## src/rtl/sw_conditioner.sv

```systemverilog
// Multi-channel board-input conditioner: per-channel synchroniser, debounce and edge
// pulses, plus a reset-sequencing FSM that stretches the system reset from one channel.
module sw_conditioner #(
  parameter int CHANNELS        = 10,
  parameter int SYNC_STAGES     = 3,
  parameter int DEBOUNCE_CYCLES = 500000,
  parameter int RST_CHANNEL     = 0,
  parameter int RST_STRETCH     = 16
) (
  input  logic                clk_i,
  input  logic                rst_n_i,
  input  logic [CHANNELS-1:0] raw_i,
  output logic [CHANNELS-1:0] level_o,
  output logic [CHANNELS-1:0] rise_o,
  output logic [CHANNELS-1:0] fall_o,
  output logic                main_rst_o
);

  localparam int CW = $clog2(DEBOUNCE_CYCLES + 1);
  localparam int SW = $clog2(RST_STRETCH + 1);

  localparam logic [CW-1:0] CNT_LAST = CW'(DEBOUNCE_CYCLES - 1);
  localparam logic [CW-1:0] CNT_ONE  = CW'(1);
  localparam logic [SW-1:0] STR_LAST = SW'(RST_STRETCH - 1);
  localparam logic [SW-1:0] STR_ONE  = SW'(1);

  localparam logic [1:0] S_RESET   = 2'd0;
  localparam logic [1:0] S_STRETCH = 2'd1;
  localparam logic [1:0] S_RUN     = 2'd2;

  logic [CHANNELS-1:0][SYNC_STAGES-1:0] sync_q, sync_d;
  logic [CHANNELS-1:0]                  sync_last;
  logic [CHANNELS-1:0][CW-1:0]          cnt_q, cnt_d;
  logic [CHANNELS-1:0]                  level_q, level_d;
  logic [CHANNELS-1:0]                  rise_q, rise_d;
  logic [CHANNELS-1:0]                  fall_q, fall_d;
  logic [1:0]                           state_q, state_d;
  logic [SW-1:0]                        str_q, str_d;
  logic                                 main_rst_q, main_rst_d;
  logic                                 src;

  // Synchroniser shift chains; the oldest stage is the value the debouncer sees.
  always_comb begin
    sync_d    = '0;
    sync_last = '0;
    for (int i = 0; i < CHANNELS; i++) begin
      sync_d[i]    = {sync_q[i][SYNC_STAGES-2:0], raw_i[i]};
      sync_last[i] = sync_q[i][SYNC_STAGES-1];
    end
  end

  // Debounce: a disagreement must persist DEBOUNCE_CYCLES edges before the level flips.
  always_comb begin
    cnt_d   = cnt_q;
    level_d = level_q;
    rise_d  = '0;
    fall_d  = '0;
    for (int i = 0; i < CHANNELS; i++) begin
      if (sync_last[i] == level_q[i]) begin
        cnt_d[i] = '0;
      end else if (cnt_q[i] == CNT_LAST) begin
        cnt_d[i]   = '0;
        level_d[i] = sync_last[i];
        rise_d[i]  = sync_last[i];
        fall_d[i]  = ~sync_last[i];
      end else begin
        cnt_d[i] = cnt_q[i] + CNT_ONE;
      end
    end
  end

  assign src = level_q[RST_CHANNEL];

  // Reset sequencer: a reassertion of the source always wins over stretch completion.
  always_comb begin
    state_d = state_q;
    str_d   = str_q;
    case (state_q)
      S_RESET: begin
        if (!src) begin
          state_d = S_STRETCH;
          str_d   = '0;
        end else begin
          state_d = S_RESET;
        end
      end
      S_STRETCH: begin
        if (src) begin
          state_d = S_RESET;
        end else if (str_q == STR_LAST) begin
          state_d = S_RUN;
        end else begin
          str_d = str_q + STR_ONE;
        end
      end
      S_RUN: begin
        if (src) begin
          state_d = S_RESET;
        end else begin
          state_d = S_RUN;
        end
      end
      default: begin
        state_d = S_RESET;
        str_d   = '0;
      end
    endcase
    main_rst_d = (state_d != S_RUN);
  end

  // State registers; main_rst_q mirrors the state register without a combinational decode.
  always_ff @(posedge clk_i or negedge rst_n_i) begin
    if (!rst_n_i) begin
      sync_q     <= '0;
      cnt_q      <= '0;
      level_q    <= '0;
      rise_q     <= '0;
      fall_q     <= '0;
      state_q    <= S_RESET;
      str_q      <= '0;
      main_rst_q <= 1'b1;
    end else begin
      sync_q     <= sync_d;
      cnt_q      <= cnt_d;
      level_q    <= level_d;
      rise_q     <= rise_d;
      fall_q     <= fall_d;
      state_q    <= state_d;
      str_q      <= str_d;
      main_rst_q <= main_rst_d;
    end
  end

  assign level_o    = level_q;
  assign rise_o     = rise_q;
  assign fall_o     = fall_q;
  assign main_rst_o = main_rst_q;

endmodule
```

## config.mk

```make
export PLATFORM = sky130hd
export DESIGN_NAME = sw_conditioner
export DESIGN_NICKNAME = d
export VERILOG_FILES = /design/src/rtl/sw_conditioner.sv
export SDC_FILE = /design/constraint.sdc
export NUM_CORES = 1
export LEC_CHECK = 0
export CELL_PAD_IN_SITES_DETAIL_PLACEMENT = 0
export CELL_PAD_IN_SITES_GLOBAL_PLACEMENT = 1
export CORE_ASPECT_RATIO = 1.25
export CORE_MARGIN = 8
export CORE_UTILIZATION = 44
export DETAILED_ROUTE_END_ITERATION = 8
export PLACE_DENSITY = 0.79
export RECOVER_POWER = 50
export SYNTH_ARGS = -nofsm -noshare
export SYNTH_HDL_FRONTEND = slang
export SYNTH_SLANG_ARGS = --single-unit
```

## constraint.sdc

```tcl
create_clock -name clk_i -period 2.1 [get_ports clk_i]
set_clock_uncertainty 0.15 [all_clocks]
set_input_delay 0.42 -clock clk_i [delete_from_list [all_inputs] [get_ports clk_i]]
set_output_delay 0.42 -clock clk_i [all_outputs]
set_load 0.05 [all_outputs]
```

==> results.ini <==
[drt]
wl_met3_um = 710
vias = 8779
detail-route-antenna-nets = 0
route.met2.wl_mm = 11.8
drc = 0
routed_wl_mm = 23.5
viasPerCell = 5.32
drt_iter0_drc = 327
drt-pass1-iter-count = 4
met1Wirelength_mm = 10.7
top_layer_used = met4
drt-wirelength-per-cell_um = 14.3

[synthesis]
ys_seq_area_frac = 0.551
yosys_register_bits = 258
synth_area_leaders = dfrtp_1, xnor2_1, xor2_1, nor2_1, nand4_1
synth_top_area_frac = 0.549
syn-cell-area_um2 = 11700
synthMostInstantiatedCell = dfrtp_1
synthCells = 1119
yosysUniqueCellTypes = 50
synth_edf_count = 0
synthTopCellsByCount = dfrtp_1, nor2_1, xnor2_1
synth_nets = 1143
synth_warnings = 0
synth_top_cell_by_area = dfrtp_1
syn_avg_cell_area_um2 = 10.5
ys.flop_type = dfrtp_1
async_reset_ff_frac = 1.00

[cells_and_area]
area_growth_pct = 22.6
regArea_um2 = 6460
diodes = 0
stdcell_count = 1651
final_nets = 1311
final_util = 0.542
multi_input_area_um2 = 5210
drive_gt1_frac = 0.176
fillers = 2387

[grt]
grt_first_pass_wirelength_mm = 41.5
grt_usage = 0.150
antenna_found_initial = 0
grt_pass1_vias = 8911
grt_max_degree = 48
grt_overflow = 0

[placement]
port_buffers = 42
dp_hpwl_mm = 16.5
place_ws_ns = -0.189
place_congestion = 0.809
dp.cells = 1594

[sta]
rsz0062_at_grt = yes
whs_ns = 0.188
min_period_over_period = 1.08
setup_slack_ns = -0.169
slew_violations = 0
fmax_mhz = 441
final.min_clock_period_ns = 2.27
hold_viol = 0
maxSlewHeadroom = 0.222
tightest_slew_ns = 1.17
setup_viol = 21

[min_path]
min_path_type = reg2reg

[cts]
clk_path_buf_depth = 3
clk_latency_ns = 0.52
cts_buffers = 27
root_buffer = clkbuf_16
cts.sinks = 258
cts_tree = done
htree_levels = 1
clk_pin_slew_ns = 0.07

[floorplanning]
rows = 67
initial_utilization = 0.443
die_y_um = 199
die-area_um2 = 32200
num_io_pins = 43
fp.coreArea_um2 = 26500
die_w_um = 162

[pwr]
ir_worst_vdd_uv = 645
leakagePower_nw = 6.11
power.density_nw_per_um2 = 700

[status]
status = finished with violations
violations = negative setup slack

[critical_path]
crit_required_ns = 2.36
crit_fanout = 4
cpMaxStageDelayCell = or4_4
worstSetupEndpointType = flip-flop
critical_path_arrival_ns = 2.53
slowest_delay_ns = 0.56
worstSetupStartpointType = flip-flop
crit_type = reg2reg
cp_cell_sequence = or4b_1 -> or4_4 -> or2_4 -> mux2_4

[flow_run]
max_cap_violations = 0

area by class of cell:
| class | instances | share of cell area |
|---|---|---|
| clock buffers | 38 | 0.0548 |
| clock inverters | 10 | 0.00566 |
| inverters | 24 | 0.00627 |
| multi-input cells | 811 | 0.362 |
| flip-flops and latches | 258 | 0.450 |
| well taps | 345 | 0.0300 |
| repair buffers | 165 | 0.0914 |
routing by layer:
metal,track usage,up-vias
li1,-,4358
met1,0.188,4320
met2,0.265,72
met3,0.0215,29
met4,0.0385,0
met5,0,-
worst max-delay path: cells and delay by family (launching register included):
family	cells	cell delay, ns
AND/OR/NAND/NOR	3	1.33
flip-flops	1	0.37
multiplexers	1	0.29
flip-flops by register name (all words and copies together) (netlist names), 2 cells and up:
register and count:
cnt_q 190, sync_d 20, fall_o 10, level_o 10
rise_o 10, sync_last 10, str_q 5, state_q 2
path summary, 6_finish.rpt:
kind                                 start            to  slack [ns]  cells past startpoint
worst max-delay path             cnt_q[28]    level_o[1]       -0.17                      4
worst min-delay path            sync_d[19]    sync_d[20]        0.19                      0
worst max register to register   cnt_q[28]    level_o[1]       -0.17                      4
worst min register to register  sync_d[19]    sync_d[20]        0.19                      0
max in group asynchronous          rst_n_i  sync_last[4]        0.24                      3
min in group asynchronous          rst_n_i    cnt_q[116]        0.52                      2
report_power, final:
part	leakage, nW	switching [mW]	internal [mW]	total (mW)
Clock	0.434	1.89	2.72	4.61
Sequential	3.48	0.0624	5.05	5.11
Combinational	2.20	0.219	0.127	0.347
per-stage QoR:
stage | power, mW | cell area (um^2) | TNS, ns
2_1_floorplan | 5.32 | 11800 | -1.42
3_3_place_gp | 5.56 | 13400 | -0.254
3_5_place_dp | 5.56 | 13400 | -0.600
4_1_cts | 10.3 | 14300 | -2.54
5_1_grt | 10.5 | 14400 | -4.10
6_report | 10.1 | 14400 | -2.84
what timing repair did:
| action | CTS | global route |
|---|---|---|
| buffers inserted | 2 | 5 |
| hold buffers | 1 | 0 |
| setup endpoints to repair | 42 | 44 |
| endpoints found under the hold margin | 53 | 0 |
| cloned | 0 | 1 |
| resized for setup | 25 | 22 |
| pin swaps | 2 | 2 |
cell families (layout without fill, tap and decap cells):
kind of cell | Yosys count | in the layout | synth area share
AOI/OAI and AO/OA | 126 | 126 | 0.0637
and+or+nand+nor | 532 | 532 | 0.248
DFF | 258 | 258 | 0.551
muxes | 11 | 11 | 0.0109
xor gates and xnor gates | 130 | 130 | 0.0971
buffers and inverters | 50 | 237 | 0.0165
adders and majority gates | 12 | 12 | 0.0128
placed cells by master, fill, tap and decap left out, types with 4 or more instances in the layout:
master / netlist / routed
a21oi_1: 52 / 52
and2_1: 13 / 13
and3_1: 24 / 24
and4_1: 15 / 15
buf_4: 1 / 125
buf_6: 0 / 5
clkbuf_1: 23 / 4
clkbuf_16: 0 / 27
clkbuf_8: 0 / 7
clkinv_2: 0 / 7
dfrtp_1: 257 / 255
dlygate4sd2_1: 0 / 19
dlygate4sd3_1: 0 / 11
ha_1: 12 / 10
inv_1: 24 / 24
mux2_2: 10 / 10
nand2_1: 65 / 63
nand3_1: 63 / 63
nand3b_1: 4 / 4
nand4_1: 52 / 52
nor2_1: 135 / 134
nor3_1: 17 / 17
nor3b_1: 22 / 21
nor4_1: 25 / 23
nor4b_1: 10 / 8
o21ai_0: 31 / 31
o21ai_1: 4 / 4
o31ai_1: 24 / 22
or2_2: 5 / 5
or3_1: 36 / 32
or3_4: 0 / 4
or4_1: 28 / 25
or4_4: 1 / 4
xnor2_1: 71 / 71
xor2_1: 59 / 59
(Power assumes the default switching activity.)
